--- src/rtl/ld_row_packer_if.sv ---
// ld_row_packer_if
// Purpose: bundles the load-command, AXI read-data, SRAM write and completion
// signals of the row packer into a single interface.
// Modports:
//   slave  - the packer's view (consumes commands/beats, drives SRAM + done)
//   master - the surrounding environment's view (LSU, AXI, SRAM arbiter)
interface ld_row_packer_if #(
  parameter int BEAT_W = 64,
  parameter int ROW_W  = 128,
  parameter int ADDR_W = 8,
  parameter int ID_W   = 8
);
  logic              cmd_vld;
  logic              cmd_rdy;
  logic [ID_W-1:0]   cmd_id;
  logic [7:0]        cmd_len;
  logic [ADDR_W-1:0] cmd_sram_addr;
  logic [2:0]        cmd_str;

  logic              axi_rvld;
  logic              axi_rrdy;
  logic [ID_W-1:0]   axi_rid;
  logic [BEAT_W-1:0] axi_rdata;
  logic [1:0]        axi_rresp;
  logic              axi_rlast;

  logic              sram_gnt;
  logic              sram_cen;
  logic              sram_wen;
  logic [ADDR_W-1:0] sram_addr;
  logic [ROW_W-1:0]  sram_din;
  logic [ROW_W/8-1:0] sram_bwe;

  logic              done_vld;
  logic [ID_W-1:0]   done_id;
  logic              done_err;

  modport slave (
    input  cmd_vld, cmd_id, cmd_len, cmd_sram_addr, cmd_str,
    input  axi_rvld, axi_rid, axi_rdata, axi_rresp, axi_rlast,
    input  sram_gnt,
    output cmd_rdy, axi_rrdy,
    output sram_cen, sram_wen, sram_addr, sram_din, sram_bwe,
    output done_vld, done_id, done_err
  );

  modport master (
    output cmd_vld, cmd_id, cmd_len, cmd_sram_addr, cmd_str,
    output axi_rvld, axi_rid, axi_rdata, axi_rresp, axi_rlast,
    output sram_gnt,
    input  cmd_rdy, axi_rrdy,
    input  sram_cen, sram_wen, sram_addr, sram_din, sram_bwe,
    input  done_vld, done_id, done_err
  );
endinterface

--- src/rtl/ld_row_packer.sv ---
// ld_row_packer
// Purpose: write-side stage of the DRAM-to-SRAM load path. Accepts one load
// command, consumes its AXI read beats, packs beat pairs into SRAM rows,
// writes them through the shared SRAM port and reports completion.
// Ports:
//   clk - clock, rising edge
//   rst - synchronous active-high reset
//   bus - ld_row_packer_if.slave (command, AXI R channel, SRAM port, done)
//
// state | meaning
// IDLE  | ready for a command
// RECV  | consuming read beats until rlast
// FLUSH | waiting for the last pending row to be written
// DONE  | one-cycle completion pulse
module ld_row_packer #(
  parameter int BEAT_W = 64,
  parameter int ROW_W  = 128,
  parameter int ADDR_W = 8,
  parameter int ID_W   = 8
) (
  input logic             clk,
  input logic             rst,
  ld_row_packer_if.slave  bus
);
  typedef enum logic [1:0] {IDLE, RECV, FLUSH, DONE} state_t;

  state_t             state_q, state_d;
  logic [ID_W-1:0]    id_q;
  logic [7:0]         len_q;
  logic [2:0]         str_q;
  logic [ADDR_W-1:0]  row_addr_q;
  logic [8:0]         beat_cnt_q;
  logic               err_q;
  logic [BEAT_W-1:0]  stage_lo_q;
  logic [ROW_W-1:0]   row_buf_q;
  logic [ROW_W/8-1:0] bwe_q;
  logic               wr_pend_q;

  logic row_beat, rrdy, beat_acc, row_done, wr_fire, beat_err, cmd_acc;

  // A beat completes a row when it is the odd half or a trailing even rlast.
  assign row_beat = beat_cnt_q[0] | bus.axi_rlast;
  // Only stall a row-completing beat when the previous row cannot leave.
  assign rrdy     = (state_q == RECV) & ~(row_beat & wr_pend_q & ~bus.sram_gnt);
  assign beat_acc = bus.axi_rvld & rrdy;
  assign row_done = beat_acc & row_beat;
  assign wr_fire  = wr_pend_q & bus.sram_gnt;
  assign cmd_acc  = (state_q == IDLE) & bus.cmd_vld;
  assign beat_err = (bus.axi_rresp != 2'd0) | (bus.axi_rid != id_q) |
                    (bus.axi_rlast & (beat_cnt_q != {1'b0, len_q})) |
                    (~bus.axi_rlast & (beat_cnt_q > {1'b0, len_q}));

  always_comb begin
    state_d = state_q;
    unique case (state_q)
      IDLE:    if (bus.cmd_vld) state_d = RECV;
      RECV:    if (beat_acc && bus.axi_rlast) state_d = FLUSH;
      FLUSH:   if (!wr_pend_q || wr_fire) state_d = DONE;
      DONE:    state_d = IDLE;
      default: state_d = IDLE;
    endcase
  end

  // Outputs are forced low while reset is held.
  always_comb begin
    bus.cmd_rdy   = ~rst & (state_q == IDLE);
    bus.axi_rrdy  = ~rst & rrdy;
    bus.sram_cen  = ~rst & wr_fire;
    bus.sram_wen  = ~rst & wr_fire;
    bus.sram_addr = '0;
    bus.sram_din  = '0;
    bus.sram_bwe  = '0;
    if (~rst && wr_fire) begin
      bus.sram_addr = row_addr_q;
      bus.sram_din  = row_buf_q;
      bus.sram_bwe  = bwe_q;
    end
    bus.done_vld = ~rst & (state_q == DONE);
    bus.done_id  = (~rst && state_q == DONE) ? id_q : '0;
    bus.done_err = ~rst & (state_q == DONE) & err_q;
  end

  always_ff @(posedge clk) begin
    if (rst) begin
      state_q    <= IDLE;
      id_q       <= '0;
      len_q      <= '0;
      str_q      <= '0;
      row_addr_q <= '0;
      beat_cnt_q <= '0;
      err_q      <= 1'b0;
      stage_lo_q <= '0;
      row_buf_q  <= '0;
      bwe_q      <= '0;
      wr_pend_q  <= 1'b0;
    end else begin
      state_q <= state_d;
      if (cmd_acc) begin
        id_q       <= bus.cmd_id;
        len_q      <= bus.cmd_len;
        str_q      <= bus.cmd_str;
        row_addr_q <= bus.cmd_sram_addr;
        beat_cnt_q <= '0;
        err_q      <= 1'b0;
      end else begin
        if (wr_fire) row_addr_q <= row_addr_q + ADDR_W'(str_q) + ADDR_W'(1);
        if (beat_acc && beat_cnt_q != 9'd511) beat_cnt_q <= beat_cnt_q + 9'd1;
        if (beat_acc && beat_err) err_q <= 1'b1;
      end
      if (beat_acc && !beat_cnt_q[0]) stage_lo_q <= bus.axi_rdata;
      if (row_done) begin
        if (beat_cnt_q[0]) begin
          row_buf_q <= {bus.axi_rdata, stage_lo_q};
          bwe_q     <= '1;
        end else begin
          row_buf_q <= {{(ROW_W-BEAT_W){1'b0}}, bus.axi_rdata};
          bwe_q     <= {{(ROW_W/16){1'b0}}, {(ROW_W/16){1'b1}}};
        end
      end
      // A row completing in the same cycle as a write keeps the flag set.
      wr_pend_q <= row_done | (wr_pend_q & ~wr_fire);
    end
  end
endmodule
--- src/flat_wrapper.sv ---
// flat-port wrapper written by rule: the top's interface ports become plain ports
module ld_row_packer_flat 
#(
  parameter int BEAT_W = 64,
  parameter int ROW_W  = 128,
  parameter int ADDR_W = 8,
  parameter int ID_W   = 8
)
  (clk, rst, bus_cmd_vld, bus_cmd_id, bus_cmd_len, bus_cmd_sram_addr, bus_cmd_str, bus_axi_rvld, bus_axi_rid, bus_axi_rdata, bus_axi_rresp, bus_axi_rlast, bus_sram_gnt, bus_cmd_rdy, bus_axi_rrdy, bus_sram_cen, bus_sram_wen, bus_sram_addr, bus_sram_din, bus_sram_bwe, bus_done_vld, bus_done_id, bus_done_err);
  ld_row_packer_if #(.BEAT_W(BEAT_W), .ROW_W(ROW_W), .ADDR_W(ADDR_W), .ID_W(ID_W)) bus_i ();
  input logic clk;
  input logic rst;
  input wire logic [$bits(bus_i.cmd_vld)-1:0] bus_cmd_vld;
  input wire logic [$bits(bus_i.cmd_id)-1:0] bus_cmd_id;
  input wire logic [$bits(bus_i.cmd_len)-1:0] bus_cmd_len;
  input wire logic [$bits(bus_i.cmd_sram_addr)-1:0] bus_cmd_sram_addr;
  input wire logic [$bits(bus_i.cmd_str)-1:0] bus_cmd_str;
  input wire logic [$bits(bus_i.axi_rvld)-1:0] bus_axi_rvld;
  input wire logic [$bits(bus_i.axi_rid)-1:0] bus_axi_rid;
  input wire logic [$bits(bus_i.axi_rdata)-1:0] bus_axi_rdata;
  input wire logic [$bits(bus_i.axi_rresp)-1:0] bus_axi_rresp;
  input wire logic [$bits(bus_i.axi_rlast)-1:0] bus_axi_rlast;
  input wire logic [$bits(bus_i.sram_gnt)-1:0] bus_sram_gnt;
  output wire logic [$bits(bus_i.cmd_rdy)-1:0] bus_cmd_rdy;
  output wire logic [$bits(bus_i.axi_rrdy)-1:0] bus_axi_rrdy;
  output wire logic [$bits(bus_i.sram_cen)-1:0] bus_sram_cen;
  output wire logic [$bits(bus_i.sram_wen)-1:0] bus_sram_wen;
  output wire logic [$bits(bus_i.sram_addr)-1:0] bus_sram_addr;
  output wire logic [$bits(bus_i.sram_din)-1:0] bus_sram_din;
  output wire logic [$bits(bus_i.sram_bwe)-1:0] bus_sram_bwe;
  output wire logic [$bits(bus_i.done_vld)-1:0] bus_done_vld;
  output wire logic [$bits(bus_i.done_id)-1:0] bus_done_id;
  output wire logic [$bits(bus_i.done_err)-1:0] bus_done_err;
  assign bus_i.cmd_vld = bus_cmd_vld;
  assign bus_i.cmd_id = bus_cmd_id;
  assign bus_i.cmd_len = bus_cmd_len;
  assign bus_i.cmd_sram_addr = bus_cmd_sram_addr;
  assign bus_i.cmd_str = bus_cmd_str;
  assign bus_i.axi_rvld = bus_axi_rvld;
  assign bus_i.axi_rid = bus_axi_rid;
  assign bus_i.axi_rdata = bus_axi_rdata;
  assign bus_i.axi_rresp = bus_axi_rresp;
  assign bus_i.axi_rlast = bus_axi_rlast;
  assign bus_i.sram_gnt = bus_sram_gnt;
  assign bus_cmd_rdy = bus_i.cmd_rdy;
  assign bus_axi_rrdy = bus_i.axi_rrdy;
  assign bus_sram_cen = bus_i.sram_cen;
  assign bus_sram_wen = bus_i.sram_wen;
  assign bus_sram_addr = bus_i.sram_addr;
  assign bus_sram_din = bus_i.sram_din;
  assign bus_sram_bwe = bus_i.sram_bwe;
  assign bus_done_vld = bus_i.done_vld;
  assign bus_done_id = bus_i.done_id;
  assign bus_done_err = bus_i.done_err;
  ld_row_packer #(.BEAT_W(BEAT_W), .ROW_W(ROW_W), .ADDR_W(ADDR_W), .ID_W(ID_W)) u_core (.clk(clk), .rst(rst), .bus(bus_i));
endmodule
--- config.mk ---
export PLATFORM = sky130hd
export DESIGN_NAME = ld_row_packer_flat
export DESIGN_NICKNAME = d
export VERILOG_FILES = /design/src/rtl/ld_row_packer_if.sv /design/src/rtl/ld_row_packer.sv /design/src/flat_wrapper.sv
export SDC_FILE = /design/constraint.sdc
export NUM_CORES = 1
export LEC_CHECK = 0
export BUFFER_PORTS_ARGS = -buffer_cell sky130_fd_sc_hd__buf_2
export CORE_AREA = 2 2 149 151
export DETAILED_ROUTE_END_ITERATION = 8
export DIE_AREA = 0 0 151 153
export PLACE_DENSITY = 0.8
export SYNTH_ARGS = -nofsm -noshare
export SYNTH_HDL_FRONTEND = slang
export SYNTH_SLANG_ARGS = --single-unit
--- constraint.sdc ---
create_clock -name clk -period 3 [get_ports clk]
set_clock_uncertainty 0.1 [all_clocks]
set_input_delay 0.15 -clock clk [delete_from_list [all_inputs] [get_ports clk]]
set_output_delay 0.15 -clock clk [all_outputs]
set_load 0.05 [all_outputs]
==> results of run 1 <==
==> stage by stage <==
stage | util (%) | area, sq um | worst slack [ps] | hold slack [ps]
floorplan | - | 10400 | 444 | 186
global placement | 54.9 | 11800 | 745 | 292
detailed placement | 54.9 | 11800 | 662 | 296
CTS | 63.8 | 13700 | 353 | 52.7
global route | 63.8 | 13700 | 199 | 103
finish | 63.8 | 13700 | 382 | 81.1
==> Yosys cell counts (2+ instances only) <==
cell type | n | share of area (%)
xnor2_1 | 14 | 1.2
nor4_1 | 4 | 0.24
buf_6 | 5 | 0.54
a21oi_1 | 97 | 4.7
inv_1 | 19 | 0.69
nand3_1 | 9 | 0.43
nor2b_1 | 3 | 0.18
a21o_1 | 2 | 0.14
clkbuf_1 | 52 | 1.9
and2_1 | 147 | 8.8
a22oi_1 | 64 | 4.6
o21ai_0 | 9 | 0.43
nor2_1 | 148 | 5.3
nor3_1 | 4 | 0.19
ha_1 | 18 | 2.2
buf_1 | 4 | 0.14
buf_4 | 24 | 1.7
mux2i_1 | 65 | 6.2
dfxtp_1 | 234 | 45
a211oi_1 | 67 | 4.8
nand4_1 | 5 | 0.30
xor2_1 | 7 | 0.59
buf_2 | 26 | 1.2
nand2_1 | 184 | 6.6
==> flip-flops by register name, indices dropped and copies added, names as in the netlist <==
register	cells
u_core.bwe_q	2
u_core.state_q	2
u_core.row_buf_q	128
u_core.beat_cnt_q	9
u_core.str_q	3
u_core.len_q	8
u_core.wr_pend_q	1
u_core.row_addr_q	8
u_core.id_q	8
u_core.err_q	1
u_core.stage_lo_q	64
==> power by group <==
part,total (mW),internal (mW),switching [mW]
clock,2.95,1.74,1.22
sequential,3.70,3.49,0.217
combinational,2.08,0.833,1.24
==> cells in the final DEF, fill, tap and decap left out, types with 2 or more instances in the layout <==
cell	netlist	layout
a21oi_1	97	97
nand2_1	184	184
inv_1	19	19
and2_1	147	147
o21ai_0	9	9
nor2_4	0	4
clkbuf_1	52	7
clkbuf_16	0	25
buf_2	26	271
xnor2_1	14	14
nor2_1	148	145
clkbuf_8	0	5
clkinv_2	0	5
mux2i_1	65	65
nand3_1	9	9
buf_12	0	7
nor3_1	4	4
a21o_1	2	2
a211oi_1	67	67
xor2_1	7	7
buf_4	24	10
nor2b_1	3	3
a22oi_1	64	64
dfxtp_1	234	233
nor4_1	4	4
ha_1	18	18
dlygate4sd3_1	0	112
nand4_1	5	5
==> cell families (layout without fill, tap and decap cells) <==
kind of cell,after synthesis,count (layout)
muxes,65,65
DFF,234,234
AOI/OAI and AO/OA,248,248
and+or+nand+nor,512,512
buffers and inverters,130,464
xor gates and xnor gates,21,21
adders and majority gates,19,19
==> final cells by class <==
cell class	count	area [sq um]	share of cell area, %
sequential	234	4690	34.2
tap	280	350	2.56
clock buffer	37	721	5.26
inverter	19	71.3	0.520
multi-input combinational	865	5110	37.3
timing repair buffer	401	2700	19.7
clock inverter	7	62.6	0.456
==> tightest hold or removal path: stages <==
cell,delay (ps)
buf_2,130
o22ai_1,130
mux2i_1,150
nor2_1,80
==> layer usage <==
layer / share of wire (%) / routed length, um / up-vias / track usage, %
met2: 49 / 13900 / 362 / 42.5
met3: 6.1 / 1740 / 84 / 3.91
met5: 0 / 0 / - / 0
met4: 3.5 / 999 / 0 / 8.90
met1: 41 / 11700 / 4447 / 29.3
li1: - / - / 4768 / -
==> worst paths after layout <==
| check | from | to | slack (ps) | cells after the start |
|---|---|---|---|---|
| setup reg to reg | u_core.beat_cnt_q[0] | u_core.stage_lo_q[25] | 380 | 6 |
| hold reg to reg | u_core.stage_lo_q[37] | u_core.stage_lo_q[37] | 350 | 2 |
| setup / recovery | u_core.beat_cnt_q[0] | u_core.stage_lo_q[25] | 380 | 6 |
| hold / removal | bus_cmd_vld | u_core.state_q[1] | 80 | 4 |
==> what timing repair did <==
action | in CTS | in global routing
hold buffers | 112 | 0
buffers inserted | 0 | 0
endpoints found under the hold margin | 221 | 0
endpoints found under the setup margin | 0 | 0
==> results.json, run 1 <==
{
  "async_flop_share_pct": 0,
  "startpoint_type": "flip-flop",
  "dp_hpwl_um": 17200,
  "power_density_nw_per_um2": 637,
  "cpPeakStageDelay_ps": 880,
  "instances_no_fill": 1843,
  "die_h_um": 153,
  "synthSimpleGateAreaFrac_pct": 22.9,
  "period_share_pct": 87.3,
  "num_rows": 54,
  "cp_slowest_cell": "buf_4",
  "nFillCells": 1699,
  "viasPerCell": 5.24,
  "grt_pass1_vias": 9449,
  "htreeDepth": 1,
  "grt_usage_pct": 24.1,
  "crit_family": "buffers and inverters",
  "hold_class": "in -> reg",
  "cp_cell_sequence": "buf_4, nor2_4, buf_4, nand2_1, a21oi_1, dlygate4sd3_1",
  "dieArea_sq_um": 23100,
  "synth-main-ff-cell": "dfxtp_1",
  "drive_gt1_share_pct": 21.5,
  "finalPower_mw": 8.73,
  "cts-root-buf": "clkbuf_16",
  "cts_tree": "done",
  "synth_area_sq_um": 10400,
  "cts_buffer_depth": 3,
  "crit_fanout": 66,
  "synthAdderAreaFrac_pct": 2.36,
  "wirelength_um": 28300,
  "yosys.area_share.xor_xnor_pct": 1.77,
  "path_clk_slew_ps": 60,
  "syn_nets": 1355,
  "vias": 9661,
  "rsz0062_at_grt": "false",
  "drtIter0Drc": 588,
  "dp.cells": 1687,
  "ys_ff_latch": 234,
  "grt_start_max_net_pins": 158,
  "cts_buffers": 25,
  "hold_viol": 0,
  "synth.yosys.seq_area_share_pct": 45.0,
  "synthCells": 1229,
  "antennaDiodeCount": 0,
  "clock_sinks": 234,
  "worstPathArrival_ps": 2910,
  "critPathKind": "reg -> reg",
  "synth_top_family_by_area": "simple AND/OR/NAND/NOR gates",
  "core_area_sq_um": 21500,
  "grt_pass1_wl_um": 46100,
  "cp-end-kind": "flip-flop",
  "finalMaxSlewViolations": 0,
  "status": "finished, final reports clean",
  "grt.overflow.total": 0,
  "synth-compound-area-share_pct": 15.5,
  "layout.nets": 1672,
  "ys_warn_count": 0,
  "wl_per_cell_um": 15.4,
  "max_slew_margin_pct": 20.5,
  "die_x_um": 151,
  "synth_mux_area_share_pct": 6.25,
  "crit_path_frequent_cell": "buf_4",
  "antenna_found_initial": 0,
  "cp_data_required_time_ps": 3290,
  "synth.distinct_cells": 42,
  "cts_resized": 0,
  "portBuffers": 272,
  "cp.buffers_inverters": 3,
  "worst_slew_pin_slew_ps": 1190,
  "gp_congestion": 0.806,
  "drv_cap": 0,
  "period_needed_ps": 2620,
  "drt_drc_violations_left": 0,
  "initial_core_util_pct": 48.5,
  "setup_viol": 0,
  "peakVddDrop_uv": 390,
  "dr.pass1.iters": 7,
  "boundaryPins": 273,
  "synth_edf_count": 0,
  "p_leak_nw": 5.74,
  "ant_nets": 0,
  "synth_area_per_cell_sq_um": 8.47,
  "clk_latency_ps": 510,
  "fmax_mhz": 382,
  "area_growth_pct": 31.6,
  "setup_tns_ps": 0
}
Power figures use the tool's default switching activity.
==> run 2: changes to the inputs <==
- CORE_AREA: 2 2 149 151 -> 2 2 156 158
- DIE_AREA: 0 0 151 153 -> 0 0 158 160
- PLACE_DENSITY: 0.8 -> 0.75
==> results.json, run 2 (synthesis results as in run 1) <==
{
  "die_h_um": 160,
  "cp_data_required_time_ps": 2750,
  "ant_nets": 0,
  "max_slew_margin_pct": 39.4,
  "dieArea_sq_um": 25300,
  "vias": 9587,
  "area.sequential_sq_um": 4690,
  "hold_depth": 5,
  "cp-end-kind": "primary output",
  "rr_worst_depth": 7,
  "cts_tree": "done",
  "setup_tns_ps": 0,
  "final_cell_area_sq_um": 13800,
  "grt_start_max_net_pins": 187,
  "initial_core_util_pct": 43.7,
  "top_register": "u_core.row_buf_q",
  "drv_cap": 0,
  "nFillCells": 2103,
  "worstPathArrival_ps": 2490,
  "rsz0062_at_grt": "false",
  "r2r_slack_ps": 550,
  "reg_top3": "u_core.row_buf_q (128), u_core.stage_lo_q (64), u_core.beat_cnt_q (9)",
  "grt_pass1_wl_um": 44500,
  "cts_buffer_depth": 3,
  "grt_pass1_vias": 9019,
  "wl_per_cell_um": 14.9,
  "final_common_cell": "buf_2",
  "multi_input_area_sq_um": 5110,
  "boundaryPins": 273,
  "grt.overflow.total": 0,
  "crit_fanout": 139,
  "final_cell_mix": "buf_2, dfxtp_1, nand2_1, and2_1, nor2_1",
  "core_area_sq_um": 23800,
  "htreeDepth": 1,
  "post_cts_buffers": 0,
  "gp_congestion": 0.790,
  "clk_latency_ps": 520,
  "drt_drc_violations_left": 0,
  "dp.cells": 1725,
  "status": "finished, final reports clean",
  "antennaDiodeCount": 0,
  "period_needed_ps": 2740,
  "num_rows": 57,
  "clock_sinks": 234,
  "viasPerCell": 5.08,
  "critPathKind": "reg -> out",
  "drtIter0Drc": 661,
  "drive_gt1_share_pct": 21.1,
  "startpoint_type": "flip-flop",
  "die_x_um": 158,
  "hold_class": "in -> reg",
  "worst_slew_pin_slew_ps": 909,
  "dp_hpwl_um": 16300,
  "dr.pass1.iters": 5,
  "top_layer": "met4",
  "path_clk_slew_ps": 60,
  "finalMaxSlewViolations": 0,
  "setup_viol": 0,
  "layout.nets": 1673,
  "wirelength_um": 28000,
  "wl_met3_um": 1510,
  "reg2reg_from": "u_core.state_q[0]",
  "p_leak_nw": 5.77,
  "cts_buffers": 25,
  "hold_viol": 0,
  "power_density_nw_per_um2": 649,
  "largest_reg_flops": 128,
  "period_share_pct": 91.2,
  "grt_usage_pct": 21.3,
  "fmax_mhz": 365,
  "area_growth_pct": 32.7,
  "antenna_found_initial": 0,
  "peakVddDrop_uv": 456,
  "instances_no_fill": 1886,
  "worstReg2RegEnd": "u_core.row_addr_q[1]",
  "final_util_pct": 58.0,
  "wl_met1_um": 11900,
  "cts-root-buf": "clkbuf_16",
  "portBuffers": 272,
  "dr_wl_met2_um": 13800,
  "worstHoldEndpoint": "u_core.err_q",
  "worstHoldStart": "bus_axi_rresp[1]",
  "place_area_sq_um": 11800
}
## run 2: changes by cell type in the layout (fill, tap and decap cells not counted), sizes merged
cell         before  now
dlygate4sd3     112  119
buf             289  283
bufinv            1    4
clkbuf           37   34
clkinv            5    2
inv              19   20
## run 2: worst max-delay path, cell delays in order (launching register included)
cell and delay [ps]:
dfxtp_1 480, nand2_1 250, nor2_4 160, buf_12 320, and2_1 310, buf_2 300
## run 2: final cells by class
class / count / share of cell area (%)
clock buffer: 34 / 5.06
clock inverter: 8 / 1.06
inverter: 19 / 0.516
multi-input combinational: 865 / 37.0
sequential: 234 / 33.9
tap: 324 / 2.94
timing repair buffer: 402 / 19.5
## run 2: worst max-delay path by stage
stage                                    start                    end  cells past startpoint
after floorplan               u_core.wr_pend_q        bus_sram_bwe[1]                      5
after global placement       u_core.state_q[1]  u_core.stage_lo_q[35]                      7
after detailed placement  u_core.beat_cnt_q[0]   u_core.beat_cnt_q[4]                      9
after CTS                     u_core.wr_pend_q       bus_sram_bwe[14]                      5
after global routing          u_core.wr_pend_q        bus_sram_bwe[5]                      5
final                         u_core.wr_pend_q        bus_sram_bwe[0]                      5
## run 2: through the flow
step | power [mW] | setup slack [ps] | hold slack [ps]
final | 8.96 | 263 | 157
after global routing | 9.45 | 88.3 | 165
after CTS | 9.04 | 248 | 132
after detailed placement | 5.64 | 829 | 296
after global placement | 5.58 | 893 | 292
after floorplan | 5.17 | 444 | 186
## run 2: what timing repair did
action | in CTS | in global routing
endpoints found under the setup margin | 0 | 0
hold buffers | 119 | 0
hold endpoints to repair | 223 | 0
resized for setup | 0 | 0
## run 2: power by group
part	internal (mW)	switching, mW	leakage (nW)	total, mW
clock	1.96	1.24	0.412	3.20
sequential	3.49	0.237	1.90	3.72
combinational	0.826	1.21	3.45	2.03
total	6.28	2.68	5.77	8.96
## run 2: layer usage
layer,track usage [%],vias up
li1,-,4763
met1,26.6,4463
met2,37.5,300
met3,3.18,61
met4,6.72,0
met5,0,-
==> run 3: changes to the inputs <==
- ABC_AREA: default -> 1
- CORE_AREA: 2 2 156 158 -> 2 2 158 160
- DIE_AREA: 0 0 158 160 -> 0 0 160 162
==> results.json, run 3 <==
{
  "status": "finished, final reports clean",
  "setup_tns_ps": 0,
  "p_clk_share_pct": 37.8,
  "rsz0062_at_grt": "false",
  "finalPower_mw": 8.97,
  "path_clk_slew_ps": 60,
  "ys_ff_latch": 234,
  "drive_gt1_share_pct": 18.4,
  "drv_cap": 0,
  "hold_class": "in -> reg",
  "num_rows": 57,
  "area.sequential_sq_um": 4680,
  "p_sw_share_pct": 30.2,
  "portBuffers": 272,
  "die_h_um": 162,
  "cp.buffers_inverters": 3,
  "worstHoldEndpoint": "u_core.err_q",
  "dp_hpwl_um": 18300,
  "p_leak_nw": 5.98,
  "gp_congestion": 0.911,
  "synth.distinct_cells": 30,
  "fmax_mhz": 398,
  "dr.pass1.iters": 5,
  "ys_warn_count": 0,
  "yosysMostFrequentCell": "nand2_1",
  "top_layer": "met4",
  "drtIter0Drc": 841,
  "final_common_cell": "nand2_1",
  "crit_fanout": 24,
  "wl_met3_um": 1810,
  "cts-root-buf": "clkbuf_16",
  "reg_top3": "u_core.row_buf_q (128), u_core.stage_lo_q (64), u_core.beat_cnt_q (9)",
  "r2r_slack_ps": 530,
  "crit_family": "buffers and inverters",
  "nFillCells": 2190,
  "top_register": "u_core.row_buf_q",
  "period_needed_ps": 2510,
  "synth.yosys.seq_area_share_pct": 43.8,
  "power_density_nw_per_um2": 637,
  "cp_slowest_cell": "dfxtp_1",
  "htreeDepth": 1,
  "cp_data_required_time_ps": 2750,
  "combinationalPowerShare_pct": 21.0,
  "worstHoldStart": "bus_axi_rresp[1]",
  "final_cell_area_sq_um": 14100,
  "vias": 11000,
  "largest_reg_flops": 128,
  "hold_depth": 7,
  "synth_area_sq_um": 10700,
  "worst_slew_pin_slew_ps": 1090,
  "area_growth_pct": 31.6,
  "synth-main-ff-cell": "dfxtp_1",
  "cts_tree": "done",
  "clk_latency_ps": 520,
  "critPathKind": "reg -> out",
  "synth_area_leader_cell": "dfxtp_1",
  "multi_input_area_sq_um": 4630,
  "core_area_sq_um": 24100,
  "grt_pass1_wl_um": 49000,
  "cp.depth": 6,
  "clock_sinks": 234,
  "crit_path_frequent_cell": "nor2_2",
  "place_area_sq_um": 12100,
  "synthCells": 1580,
  "cp_cell_sequence": "nand2_1, nor2_2, inv_4, buf_4, nor2_2, buf_2",
  "rr_worst_depth": 10,
  "die_x_um": 160,
  "boundaryPins": 273,
  "synth_area_per_cell_sq_um": 6.77,
  "antenna_found_initial": 0,
  "hold_ws_ps": 40.6,
  "ant_nets": 0,
  "dieArea_sq_um": 25900,
  "initial_core_util_pct": 44.4,
  "peakVddDrop_uv": 324,
  "cp-end-kind": "primary output",
  "layout.nets": 2008,
  "cpPeakStageDelay_ps": 390,
  "wirelength_um": 30100,
  "async_flop_share_pct": 0,
  "grt_start_max_net_pins": 124,
  "dr_wl_met2_um": 14600,
  "grt_usage_pct": 22.2,
  "power_switching_mw": 2.71,
  "syn_nets": 1706,
  "intPower_mw": 6.26,
  "period_share_pct": 83.8,
  "ys_top_cells_by_area": "dfxtp_1, nand2_1, a21oi_1",
  "setup_viol": 0,
  "grt_pass1_vias": 10200,
  "cts_buffer_depth": 3,
  "worstReg2RegEnd": "u_core.row_buf_q[101]",
  "cts_buffers": 26,
  "synth_edf_count": 0,
  "yosysTopAreaCellShare_pct": 43.8,
  "final_cell_mix": "nand2_1, buf_2, dfxtp_1, a21oi_1, inv_1",
  "max_slew_margin_pct": 27.6,
  "yosys-top-cells-count": "nand2_1, dfxtp_1, a21oi_1, inv_1, nor2_1",
  "reg2reg_from": "u_core.state_q[1]",
  "wl_per_cell_um": 13.5,
  "finalMaxSlewViolations": 0,
  "startpoint_type": "flip-flop",
  "viasPerCell": 4.95,
  "grt.overflow.total": 0,
  "hold_viol": 0,
  "antennaDiodeCount": 0,
  "pwr-share-seq_pct": 41.2,
  "drt_drc_violations_left": 0,
  "worstPathArrival_ps": 2260,
  "wl_met1_um": 12800
}
run 3: cell count changes after synthesis, moves of 6 or more:
cell	change
nor2_1	+33
nand3_1	+32
mux2i_1	-65
clkbuf_1	+12
o21ai_1	+25
a211oi_1	-66
a22oi_1	-64
xnor2_1	-12
and2_1	-147
inv_1	+197
o21ai_0	+136
xor2_1	-6
nand2_1	+154
a21oi_1	+131
run 3: worst min-delay path, cell delays in order:
cell and delay [ps]:
buf_2 80, nor3_1 40, nand4_1 80, nor2_1 60
nand2_1 70, nand2_1 50, a21oi_1 110
run 3: cell type report:
type	instances	area share, %
flip-flops and latches	234	33.3
multi-input cells	1006	32.9
repair buffers	394	18.4
inverters	220	5.91
clock buffers	34	5.26
well taps	324	2.88
clock inverters	13	1.33
run 3: kinds of logic (layout without fill, tap and decap cells):
group                    count (synthesis)  after routing  synth area share, %
AO/OA/AOI/OAI                          407            407                 19.4
XOR/XNOR                                 3              3                0.246
adder cells (fa/ha/maj)                 19             19                 2.29
buffers and inverters                  340            661                 13.1
flip-flops                             234            234                 43.8
AND/OR/NAND/NOR                        577            577                 21.2
run 3: what timing repair did:
| action | 4_1_cts | 5_1_grt |
|---|---|---|
| endpoints found under the hold margin | 220 | 0 |
| hold buffers | 105 | 0 |
| resized for setup | 0 | 0 |
| setup buffers | 0 | 0 |
run 3: per-stage QoR:
step	setup WS [ps]	utilization [%]	instances
after CTS	488	58.4	2225
after floorplan	235	-	1580
final	486	58.4	2225
after global placement	967	50.2	2073
after global routing	332	58.4	2225
after detailed placement	897	50.2	2073
run 3: worst max-delay path by stage:
stage | startpoint | endpoint | slack, ps
after floorplan | u_core.wr_pend_q | bus_sram_bwe[10] | 240
after global placement | u_core.row_addr_q[0] | u_core.row_addr_q[6] | 970
after detailed placement | u_core.state_q[1] | u_core.state_q[1] | 900
after CTS | u_core.wr_pend_q | bus_sram_bwe[2] | 490
after global routing | u_core.state_q[1] | u_core.row_buf_q[106] | 330
final | u_core.wr_pend_q | bus_sram_bwe[2] | 490
run 3: power by group through the flow:
stage / combinational [mW] / clock (mW) / sequential [mW]
after floorplan: 1.35 / 0 / 3.71
after global placement: 1.70 / 0 / 3.74
after detailed placement: 1.76 / 0 / 3.76
after CTS: 1.87 / 3.47 / 3.69
after global routing: 2.15 / 3.59 / 3.73
final: 1.88 / 3.39 / 3.70
run 3: metal layers:
layer | vias to the layer above | track usage (%)
li1 | 5539 | -
met1 | 4998 | 27.8
met2 | 392 | 39.5
met3 | 76 | 3.06
met4 | 0 | 7.70
met5 | - | 0
